### config.mk
export PLATFORM = sky130hd
export DESIGN_NAME = serial_adder_param
export DESIGN_NICKNAME = d
export VERILOG_FILES = /design/src/rtl/serial_adder_param.sv
export SDC_FILE = /design/constraint.sdc
export NUM_CORES = 1
export LEC_CHECK = 0
export BUFFER_PORTS_ARGS = -buffer_cell sky130_fd_sc_hd__clkbuf_2
export CORE_ASPECT_RATIO = 2
export CORE_MARGIN = 2
export CORE_UTILIZATION = 35
export DETAILED_ROUTE_END_ITERATION = 8
export GPL_ROUTABILITY_DRIVEN = 0
export SYNTH_ARGS = -nofsm -noshare
export SYNTH_HDL_FRONTEND = slang
export SYNTH_SLANG_ARGS = --single-unit
### constraint.sdc
create_clock -name clk -period 2.6 [get_ports clk]
set_clock_uncertainty 0.2 [all_clocks]
set_input_delay 0.26 -clock clk [delete_from_list [all_inputs] [get_ports clk]]
set_output_delay 0.26 -clock clk [all_outputs]
set_load 0.02 [all_outputs]
### src/rtl/serial_adder_param.sv
// Multi-cycle adder/subtractor: one WIDTH-bit operand pair is added LSB-first,
// BITS_PER_CYCLE bits per cycle, through a ripple full-adder slice.
module serial_adder_param #(
  parameter int unsigned WIDTH          = 8,
  parameter int unsigned BITS_PER_CYCLE = 1
) (
  input  logic             clk,
  input  logic             rst,
  input  logic             in_valid,
  output logic             in_ready,
  input  logic [WIDTH-1:0] a,
  input  logic [WIDTH-1:0] b,
  input  logic             cin,
  input  logic             sub,
  output logic             out_valid,
  input  logic             out_ready,
  output logic [WIDTH-1:0] sum,
  output logic             cout,
  output logic             overflow
);

  localparam int unsigned N     = WIDTH / BITS_PER_CYCLE;
  localparam int unsigned CNT_W = (N > 1) ? $clog2(N) : 1;
  localparam logic [CNT_W-1:0] LAST = CNT_W'(N - 1);

  if (WIDTH < 1 || BITS_PER_CYCLE < 1 || (WIDTH % BITS_PER_CYCLE) != 0) begin : g_bad_params
    $error("serial_adder_param: BITS_PER_CYCLE must divide WIDTH exactly");
  end

  typedef enum logic [1:0] {ST_IDLE, ST_RUN, ST_DONE} state_t;

  state_t                    state_q, state_d;
  logic [WIDTH-1:0]          a_q, a_d, b_q, b_d, sum_d;
  logic                      carry_q, carry_d;
  logic [CNT_W-1:0]          cnt_q, cnt_d;
  logic                      in_ready_d, out_valid_d, cout_d, overflow_d;

  logic [31:0]               off;
  logic [WIDTH-1:0]          a_sh, b_sh, chunk_mask, chunk_ext;
  logic [BITS_PER_CYCLE-1:0] a_chunk, b_chunk, s_chunk;
  logic [BITS_PER_CYCLE:0]   rc;

  // Ripple full-adder slice over the chunk selected by cnt_q
  always_comb begin
    off        = 32'(cnt_q) * BITS_PER_CYCLE;
    a_sh       = a_q >> off;
    b_sh       = b_q >> off;
    a_chunk    = a_sh[BITS_PER_CYCLE-1:0];
    b_chunk    = b_sh[BITS_PER_CYCLE-1:0];
    rc         = '0;
    s_chunk    = '0;
    rc[0]      = carry_q;
    for (int i = 0; i < int'(BITS_PER_CYCLE); i++) begin
      s_chunk[i] = a_chunk[i] ^ b_chunk[i] ^ rc[i];
      rc[i+1]    = (a_chunk[i] & b_chunk[i]) | (rc[i] & (a_chunk[i] ^ b_chunk[i]));
    end
    chunk_mask = '0;
    chunk_mask[BITS_PER_CYCLE-1:0] = '1;
    chunk_ext  = '0;
    chunk_ext[BITS_PER_CYCLE-1:0]  = s_chunk;
  end

  // Next-state and next-output logic
  always_comb begin
    state_d     = state_q;
    a_d         = a_q;
    b_d         = b_q;
    carry_d     = carry_q;
    cnt_d       = cnt_q;
    sum_d       = sum;
    cout_d      = cout;
    overflow_d  = overflow;
    in_ready_d  = in_ready;
    out_valid_d = out_valid;
    case (state_q)
      ST_IDLE: begin
        if (in_valid) begin
          a_d        = a;
          b_d        = sub ? ~b : b;
          carry_d    = sub ? 1'b1 : cin;
          cnt_d      = '0;
          in_ready_d = 1'b0;
          state_d    = ST_RUN;
        end
      end
      ST_RUN: begin
        sum_d   = (sum & ~(chunk_mask << off)) | (chunk_ext << off);
        carry_d = rc[BITS_PER_CYCLE];
        cnt_d   = cnt_q + CNT_W'(1);
        if (cnt_q == LAST) begin
          cnt_d       = '0;
          cout_d      = rc[BITS_PER_CYCLE];
          overflow_d  = (a_q[WIDTH-1] == b_q[WIDTH-1]) && (sum_d[WIDTH-1] != a_q[WIDTH-1]);
          out_valid_d = 1'b1;
          state_d     = ST_DONE;
        end
      end
      ST_DONE: begin
        if (out_ready) begin
          out_valid_d = 1'b0;
          in_ready_d  = 1'b1;
          state_d     = ST_IDLE;
        end
      end
      default: begin
        out_valid_d = 1'b0;
        in_ready_d  = 1'b1;
        state_d     = ST_IDLE;
      end
    endcase
  end

  always_ff @(posedge clk) begin
    if (rst) begin
      state_q   <= ST_IDLE;
      a_q       <= '0;
      b_q       <= '0;
      carry_q   <= 1'b0;
      cnt_q     <= '0;
      sum       <= '0;
      cout      <= 1'b0;
      overflow  <= 1'b0;
      in_ready  <= 1'b1;
      out_valid <= 1'b0;
    end else begin
      state_q   <= state_d;
      a_q       <= a_d;
      b_q       <= b_d;
      carry_q   <= carry_d;
      cnt_q     <= cnt_d;
      sum       <= sum_d;
      cout      <= cout_d;
      overflow  <= overflow_d;
      in_ready  <= in_ready_d;
      out_valid <= out_valid_d;
    end
  end

endmodule

==> results of run 1 <==
[worst reg2reg max path: cells and delay by family, from the launching register on]
family,cells,cell delay [ns]
AO/OA/AOI/OAI,1,0.24
adder cells (fa/ha/maj),1,0.47
flip-flops,1,0.39
multiplexers,2,0.72
AND/OR/NAND/NOR,2,0.38
[cells by family (layout without fill, tap and decap cells)]
| family | count (synthesis) | after routing | share of synthesized area [%] |
|---|---|---|---|
| DFF | 34 | 34 | 39.7 |
| buffers and inverters | 21 | 60 | 6.57 |
| adders and majority gates | 7 | 7 | 5.55 |
| xor gates and xnor gates | 8 | 8 | 4.09 |
| and+or+nand+nor | 63 | 63 | 19.4 |
| muxes | 7 | 7 | 7.09 |
| AOI/OAI and AO/OA | 45 | 45 | 17.5 |
[registers in the layout (all words and copies together) (netlist names)]
register,count
a_q,8
b_q,8
carry_q,1
cnt_q,3
cout,1
in_ready,1
out_valid,1
overflow,1
state_q,2
sum,8
[cell type report]
type | instances | area (µm²) | share of cell area (%)
inverter | 8 | 30.0 | 1.45
tap | 57 | 71.3 | 3.45
clock buffer | 7 | 86.3 | 4.18
clock inverter | 1 | 5.00 | 0.242
multi-input combinational | 130 | 927 | 44.9
timing repair buffer | 44 | 260 | 12.6
sequential | 34 | 684 | 33.2
[layer usage]
layer / vias to the layer above / GRT usage (%)
li1: 714 / -
met1: 647 / 16.8
met2: 39 / 23.0
met3: 6 / 3.48
met4: 0 / 4.73
met5: - / 0
[cell usage after synthesis, types with 2 or more instances]
cell,instances,share of area [%]
sky130_fd_sc_hd__nand2b_1,3,1.1
sky130_fd_sc_hd__inv_1,6,1.3
sky130_fd_sc_hd__mux4_2,4,5.3
sky130_fd_sc_hd__nor2_1,17,3.7
sky130_fd_sc_hd__inv_2,2,0.44
sky130_fd_sc_hd__nand2_1,23,5.0
sky130_fd_sc_hd__o21ai_1,7,2.0
sky130_fd_sc_hd__ha_1,6,4.4
sky130_fd_sc_hd__buf_6,2,1.3
sky130_fd_sc_hd__dfxtp_1,34,40
sky130_fd_sc_hd__mux2i_1,2,1.2
sky130_fd_sc_hd__a211oi_1,6,2.6
sky130_fd_sc_hd__and3b_1,3,1.5
sky130_fd_sc_hd__buf_2,3,0.88
sky130_fd_sc_hd__xnor2_1,8,4.1
sky130_fd_sc_hd__clkbuf_1,4,0.88
sky130_fd_sc_hd__a21oi_1,20,5.8
sky130_fd_sc_hd__nand3_1,4,1.2
sky130_fd_sc_hd__nor3_1,2,0.58
sky130_fd_sc_hd__buf_4,4,1.8
sky130_fd_sc_hd__nor3b_1,2,0.88
sky130_fd_sc_hd__a211oi_2,4,2.9
[worst paths after layout]
path	from	end	slack [ns]	cells past startpoint
setup / recovery	cnt_q[0]$_SDFFE_PP0P_	overflow$_SDFFE_PP0P_	0.13	6
hold reg to reg	a_q[0]$_SDFFE_PP0P_	a_q[0]$_SDFFE_PP0P_	0.26	2
hold / removal	a[2]	a_q[2]$_SDFFE_PP0P_	0.002	3
setup reg to reg	cnt_q[0]$_SDFFE_PP0P_	overflow$_SDFFE_PP0P_	0.13	6
[repair_timing]
action,4_1_cts,5_1_grt
hold endpoints to repair,5,0
pin swaps,0,1
endpoints found under the setup margin,2,6
hold buffers,5,0
cloned,0,0
gates resized for setup,1,3
[power by group through the flow]
stage                     logic, mW  registers [mW]  clock network (mW)
after detailed placement      0.173           0.583                   0
after CTS                     0.179           0.572               0.407
after global routing          0.202           0.574               0.434
after floorplan               0.132           0.577                   0
after global placement        0.169           0.583                   0
final                         0.179           0.571               0.396
==> results.yml, run 1 <==
run_status:
  status: "complete, no violations"
worst_setup_path:
  timing.critical_path.to_type: "register"
  crit_path_max_incr_delay_ns: 0.51
  cpMaxStageDelayCell: "sky130_fd_sc_hd__mux4_2"
  start_kind: "register"
  setup.worst_path.class: "register to register"
  timing.critical_path.cells: "mux4_2, mux2i_2, fa_1, and3b_1, nand3_1, a311oi_2"
  arrival_ns: 2.46
  critical_path_required_ns: 2.59
  critPathBufInv: 0
  crit_path_max_delay_family: "multiplexers"
  crit_fanout: 5
cells_and_area:
  most-common-layout-cells: "33 x sky130_fd_sc_hd__dfxtp_1, 33 x sky130_fd_sc_hd__clkbuf_2, 23 x sky130_fd_sc_hd__nand2_1"
  nNetsFinal: 252
  syn_to_final_growth_pct: 20.5
  filler_cell_count: 505
  post_route_cells_drive_above_1_share_pct: 29.0
  final_util_pct: 43.2
  final-instance-count-excl-fill: 281
  post_route_standard_cell_area_excluding_fillers_mm2: 0.00206
  antenna_cells: 0
power_and_ir_drop:
  seq_power_share_pct: 49.8
  power.share.switching_pct: 25.8
  p_leak_nw: 0.815
  total_power_mw: 1.15
  combinational_power_share_pct: 15.6
  net-switching-power_mw: 0.296
  power_per_cell_area_mw_per_mm2: 555
  power.internal_mw: 0.850
  share_clk_of_total_power_pct: 34.6
  worst_ir_drop_vdd_mv: 0.361
logic_synthesis:
  cell_area_after_synthesis_mm2: 0.00171
  synth_edf_count: 0
  async_flop_share_pct: 0
  synthCells: 185
  synth.distinct_cells: 41
  ys_seq_elements: 34
  synthesis.yosys.warnings: 0
  synth_sequential_area_ratio_pct: 39.7
  syn-num-nets: 214
  postSynthAreaPerCell_um2: 9.26
  synth_top_flop_cell: "sky130_fd_sc_hd__dfxtp_1"
drt:
  wl_per_cell_um: 12.1
  via_count: 1406
  wl_mm: 3.41
  drtAntennaViolNets: 0
  dr.max_layer_used: "met4"
  met2WireLength_mm: 1.65
  routed_via_density: 5.00
  met3_wirelength_um: 169
  wire_length_on_met1_mm: 1.54
  drcViolationCount: 0
  drt-initial-drc-count: 22
  first_pass_iters: 5
timing:
  drv_slew: 0
  worst_slew_margin_rel_pct: 50.0
  finalSetupViolations: 0
  final.hold.worst_slack_ns: 0.00218
  hold_viol_final: 0
  worst_slew_pin_slew_ns: 0.750
  achievable_frequency_ghz: 0.405
  min_period_ns: 2.47
  fin_setup_tns_ns: 0
  worst_slack_ns: 0.130
  min_period_over_period_pct: 95.0
clock_tree:
  clk_path_buf_depth: 2
  clock-root-buffer: "sky130_fd_sc_hd__clkbuf_8"
  tritoncts.num_buffers: 5
  clock_latency_on_the_worst_skew_pair_ns: 0.28
  clkSinkCount: 34
  cts_tree: "yes"
  cts.reportedPaths.clkPinSlew_ns: 0.07
  h-tree-depth: 2
  cts.repair_timing.setup_buffer_count: 0
run:
  max_cap_violations: 0
floorplanning:
  placeableCoreArea_mm2: 0.00477
  die_width_um: 53.5
  chipHeight_um: 103
  rows: 36
  initial_utilization_pct: 35.9
  floorplan_die_area_mm2: 0.00550
  io_pins: 34
placed_design:
  detailedPlacementHpwl_mm: 2.48
  dpl-instance-area_mm2: 0.00191
  portBuffers: 33
  place.detailed.instances: 268
  post-place-ws_ns: -0.0519
global_routing:
  grt.overflow.total: 0
  grt_max_degree: 36
  grt_pass1_wl_mm: 5.68
  grt_antenna_before_repair: 0
  global_route.usage.total_pct: 13.8
  via_count_of_the_first_global_routing_pass: 1351
hold_path:
  classification_of_the_worst_slack_hold_path: "primary input to register"
Power figures use the tool's default switching activity.
==> run 2, diff against run 1 <==
--- a/config.mk
+++ b/config.mk
@@ -7,7 +7,6 @@
 export LEC_CHECK = 0
 export BUFFER_PORTS_ARGS = -buffer_cell sky130_fd_sc_hd__clkbuf_2
 export CORE_ASPECT_RATIO = 2
-export CORE_MARGIN = 2
 export CORE_UTILIZATION = 35
 export DETAILED_ROUTE_END_ITERATION = 8
 export GPL_ROUTABILITY_DRIVEN = 0
==> run 2 against run 1 <==
Non-clock buffer count rose by 2; maximum frequency rose by 0.74%; combinational power barely moved; global-route usage rose by 1.8 points; sequential power barely moved.
==> results.yml, run 2 (synthesized netlist as in run 1, its figures left out) <==
run_status:
  status: "complete, no violations"
timing:
  grt_setup_unrepaired: "false"
  drv_slew: 0
  final.hold.worst_slack_ns: 0.00215
  worst_slew_margin_rel_pct: 47.8
  hold_viol_final: 0
  achievable_frequency_ghz: 0.408
  finalSetupViolations: 0
  min_period_ns: 2.45
  worst_slew_pin_slew_ns: 0.784
  min_period_over_period_pct: 94.3
  fin_setup_tns_ns: 0
floorplanning:
  io_pins: 34
  initial_utilization_pct: 36.9
  chipHeight_um: 101
  placeableCoreArea_mm2: 0.00464
  die_width_um: 51.5
  floorplan_die_area_mm2: 0.00519
  rows: 35
global_routing:
  grt.overflow.total: 0
  via_count_of_the_first_global_routing_pass: 1294
  global_route.usage.total_pct: 15.6
  grt_max_degree: 36
  grt_pass1_wl_mm: 5.95
  grt_antenna_before_repair: 0
worst_setup_path:
  crit_fanout: 6
  start_kind: "register"
  critical_path_required_ns: 2.60
  rrSetupSlack_ns: 0.15
  setup.worst_path.class: "register to register"
  arrival_ns: 2.45
  timing.critical_path.to_type: "register"
drt:
  routed_via_density: 5.06
  wl_per_cell_um: 13.2
  drtAntennaViolNets: 0
  drt-initial-drc-count: 11
  wl_mm: 3.72
  drcViolationCount: 0
  via_count: 1421
  first_pass_iters: 4
cells_and_area:
  antenna_cells: 0
  nNetsFinal: 254
  reg_top3: "a_q (8), b_q (8), sum (8)"
  syn_to_final_growth_pct: 21.6
  most-common-layout-cells: "33 x sky130_fd_sc_hd__dfxtp_1, 33 x sky130_fd_sc_hd__clkbuf_2, 23 x sky130_fd_sc_hd__nand2_1"
  final_util_pct: 44.9
  post_route_cells_drive_above_1_share_pct: 28.8
clock_tree:
  tritoncts.num_buffers: 5
  clock_latency_on_the_worst_skew_pair_ns: 0.29
  cts.repair_timing.setup_buffer_count: 0
  clk_path_buf_depth: 2
  cts.reportedPaths.clkPinSlew_ns: 0.08
  clock-root-buffer: "sky130_fd_sc_hd__clkbuf_8"
  clkSinkCount: 34
  h-tree-depth: 2
  cts_tree: "yes"
run:
  max_cap_violations: 0
power_and_ir_drop:
  p_leak_nw: 0.836
  power_per_cell_area_mw_per_mm2: 561
  worst_ir_drop_vdd_mv: 0.324
placed_design:
  detailedPlacementHpwl_mm: 2.78
  portBuffers: 33
hold_path:
  classification_of_the_worst_slack_hold_path: "primary input to register"
-- run 2: cell types whose count changed in the layout (fill, tap and decap cells not counted), sizes merged --
cell         previous run  this run
dlygate4sd3             5         7
clkbuf                 40        39
clkinvlp                0         1
-- run 2: power by group --
group / switching (mW) / internal [mW]
sequential: 0.0250 / 0.548
clock: 0.205 / 0.213
combinational: 0.0902 / 0.0889
total: 0.320 / 0.849
-- run 2: stage by stage --
step | instances | setup WS, ns | cell area (µm²) | power [mW]
6_report | 281 | 0.148 | 2080 | 1.17
5_1_grt | 281 | 0.0116 | 2080 | 1.22
4_1_cts | 281 | 0.0838 | 2080 | 1.17
3_3_place_gp | 266 | 0.0749 | 1910 | 0.755
2_1_floorplan | 185 | 0.0386 | 1720 | 0.709
3_5_place_dp | 266 | -0.00543 | 1910 | 0.756
-- run 2: worst max-delay path: stages (launching register included) --
cell	delay (ns)
sky130_fd_sc_hd__dfxtp_4	0.40
sky130_fd_sc_hd__mux4_2	0.50
sky130_fd_sc_hd__mux2i_1	0.20
sky130_fd_sc_hd__fa_1	0.46
sky130_fd_sc_hd__and3b_1	0.27
sky130_fd_sc_hd__nand3_1	0.10
sky130_fd_sc_hd__a311oi_2	0.23
-- run 2: layer usage --
metal	global-route usage [%]	up-vias	wire, µm	share of wire [%]
met5	0	-	0	0
met4	8.73	0	120	3.2
met3	2.71	10	95	2.6
met2	29.7	29	2140	58
met1	14.9	666	1360	37
li1	-	716	-	-
-- run 2: worst paths after layout --
path | from | to | depth (start not counted)
max | cnt_q[0]$_SDFFE_PP0P_ | overflow$_SDFFE_PP0P_ | 6
min | a[1] | a_q[1]$_SDFFE_PP0P_ | 3
max reg2reg | cnt_q[0]$_SDFFE_PP0P_ | overflow$_SDFFE_PP0P_ | 6
min reg2reg | a_q[2]$_SDFFE_PP0P_ | a_q[2]$_SDFFE_PP0P_ | 2
-- run 2: layout make-up --
| cell class | count | area, µm² |
|---|---|---|
| clock inverters | 2 | 12.5 |
| clock buffers | 6 | 82.6 |
| flip-flops and latches | 34 | 684 |
| fillers | 505 | 2560 |
| multi-input cells | 130 | 925 |
| repair buffers | 46 | 280 |
| inverters | 8 | 30.0 |
| well taps | 55 | 68.8 |
-- run 2: what timing repair did --
item                                    in CTS  in global routing
endpoints found under the hold margin        7                  0
endpoints found under the setup margin       2                  4
pin swaps                                    0                  0
resized for setup                            1                  2
hold buffers                                 7                  0
==> run 3, diff against run 2 <==
--- a/config.mk
+++ b/config.mk
@@ -10,6 +10,7 @@
 export CORE_UTILIZATION = 35
 export DETAILED_ROUTE_END_ITERATION = 8
 export GPL_ROUTABILITY_DRIVEN = 0
+export HOLD_SLACK_MARGIN = 0.06
 export SYNTH_ARGS = -nofsm -noshare
 export SYNTH_HDL_FRONTEND = slang
 export SYNTH_SLANG_ARGS = --single-unit
==> run 3 against run 2 <==
First-iteration DRC count up 55%; clock-buffer cell count is the same; final cell count increased by 0.71%; combinational power about the same; die area is the same; non-clock buffer count up 2; worst hold slack better by 0.064 ns; routed wire length increased by 1.0%; sequential cell count unchanged; sequential share of layout area fell by 0.31 points; total power increased by 0.17%; largest cell class unchanged.
==> results.yml, run 3 (synthesized netlist as in run 1, its figures left out) <==
run_status:
  status: "complete, no violations"
clock_tree:
  cts.repair_timing.setup_buffer_count: 0
  cts.reportedPaths.clkPinSlew_ns: 0.07
  clock-root-buffer: "sky130_fd_sc_hd__clkbuf_8"
  h-tree-depth: 2
  tritoncts.num_buffers: 5
  clkSinkCount: 34
  clk_path_buf_depth: 2
  clock_latency_on_the_worst_skew_pair_ns: 0.29
  cts_tree: "yes"
worst_setup_path:
  crit_path_max_delay_family: "multiplexers"
  arrival_ns: 2.45
  crit_fanout: 6
  critical_path_required_ns: 2.60
  setup.worst_path.class: "register to register"
  critPathBufInv: 0
  cpMaxStageDelayCell: "sky130_fd_sc_hd__mux4_2"
  timing.critical_path.to_type: "register"
  timing.critical_path.cells: "mux4_2, mux2i_1, fa_1, and3b_1, nand3_1, a311oi_2"
  crit_path_max_incr_delay_ns: 0.50
  start_kind: "register"
cells_and_area:
  final-instance-count-excl-fill: 283
  antenna_cells: 0
  reg_top3: "a_q (8), b_q (8), sum (8)"
  filler_cell_count: 503
  nNetsFinal: 256
  final_util_pct: 45.3
  post_route_cells_drive_above_1_share_pct: 28.5
  syn_to_final_growth_pct: 22.8
  most-common-layout-cells: "33 x sky130_fd_sc_hd__dfxtp_1, 33 x sky130_fd_sc_hd__clkbuf_2, 23 x sky130_fd_sc_hd__nand2_1"
global_routing:
  global_route.usage.total_pct: 15.7
  grt_antenna_before_repair: 0
  via_count_of_the_first_global_routing_pass: 1303
  grt_max_degree: 36
  grt.overflow.total: 0
  grt_pass1_wl_mm: 5.99
timing:
  final.hold.worst_slack_ns: 0.0658
  worst_slew_pin_slew_ns: 0.771
  achievable_frequency_ghz: 0.408
  fin_setup_tns_ns: 0
  worst_slack_ns: 0.152
  drv_slew: 0
  grt_setup_unrepaired: "false"
  min_period_ns: 2.45
  finalSetupViolations: 0
  hold_viol_final: 0
  worst_slew_margin_rel_pct: 48.6
  min_period_over_period_pct: 94.2
drt:
  first_pass_iters: 4
  routed_via_density: 5.09
  drt-initial-drc-count: 17
  drcViolationCount: 0
  via_count: 1440
  wl_mm: 3.75
  drtAntennaViolNets: 0
  wl_per_cell_um: 13.3
hold_path:
  classification_of_the_worst_slack_hold_path: "primary input to register"
floorplanning:
  floorplan_die_area_mm2: 0.00519
  placeableCoreArea_mm2: 0.00464
  io_pins: 34
  chipHeight_um: 101
  die_width_um: 51.5
  rows: 35
  initial_utilization_pct: 36.9
run:
  max_cap_violations: 0
placed_design:
  place.detailed.instances: 266
  detailedPlacementHpwl_mm: 2.78
  portBuffers: 33
  post-place-ws_ns: -0.00543
power_and_ir_drop:
  power_per_cell_area_mw_per_mm2: 557
  worst_ir_drop_vdd_mv: 0.326
  p_leak_nw: 0.844
run 3: cell types whose count changed in the layout (fill, tap and decap cells not counted):
cell,before,now
sky130_fd_sc_hd__dlygate4sd3_1,7,9
run 3: power breakdown:
part / switching [mW] / leakage [nW] / internal (mW) / total [mW]
clock network: 0.204 / 0.0472 / 0.213 / 0.417
registers: 0.0253 / 0.279 / 0.548 / 0.573
logic: 0.0905 / 0.518 / 0.0908 / 0.181
total: 0.320 / 0.844 / 0.851 / 1.17
run 3: final cells by class:
class | count | area [µm²] | share of cell area [%]
clock inverter | 2 | 12.5 | 0.595
timing repair buffer | 48 | 300 | 14.3
clock buffer | 6 | 82.6 | 3.93
multi-input combinational | 130 | 925 | 44.0
sequential | 34 | 684 | 32.5
tap | 55 | 68.8 | 3.27
inverter | 8 | 30.0 | 1.43
run 3: worst paths after layout:
kind	startpoint	to	slack (ns)	cells past startpoint
worst max-delay path	cnt_q[0]$_SDFFE_PP0P_	overflow$_SDFFE_PP0P_	0.15	6
worst min-delay path	b[0]	b_q[0]$_SDFFE_PP0P_	0.07	3
worst min register to register	a_q[2]$_SDFFE_PP0P_	a_q[2]$_SDFFE_PP0P_	0.26	2
worst max register to register	cnt_q[0]$_SDFFE_PP0P_	overflow$_SDFFE_PP0P_	0.15	6
run 3: what timing repair did:
item                       4_1_cts  5_1_grt
hold buffers                     9        0
hold endpoints to repair         9        0
gates resized for setup          1        2
setup endpoints to repair        2        4
cloned                           0        0
run 3: stage by stage:
step / cell area (µm²) / total power, mW
6_report: 2100 / 1.17
3_3_place_gp: 1910 / 0.755
5_1_grt: 2100 / 1.22
2_1_floorplan: 1720 / 0.709
4_1_cts: 2100 / 1.18
3_5_place_dp: 1910 / 0.756
run 3: worst min-delay path, delay by kind of cell:
kind	cells	cell delay, ns
compound gates	1	0.06
xor+xnor	1	0.10
buf+inv	1	0.09
run 3: per-layer routing:
layer  global-route usage [%]  share of wire [%]  vias up
met1                     15.0                 37      675
met2                     29.4                 56       35
met3                     2.87                2.7       12
met5                        0                  0        -
met4                     9.36                4.3        0
li1                         -                  -      718
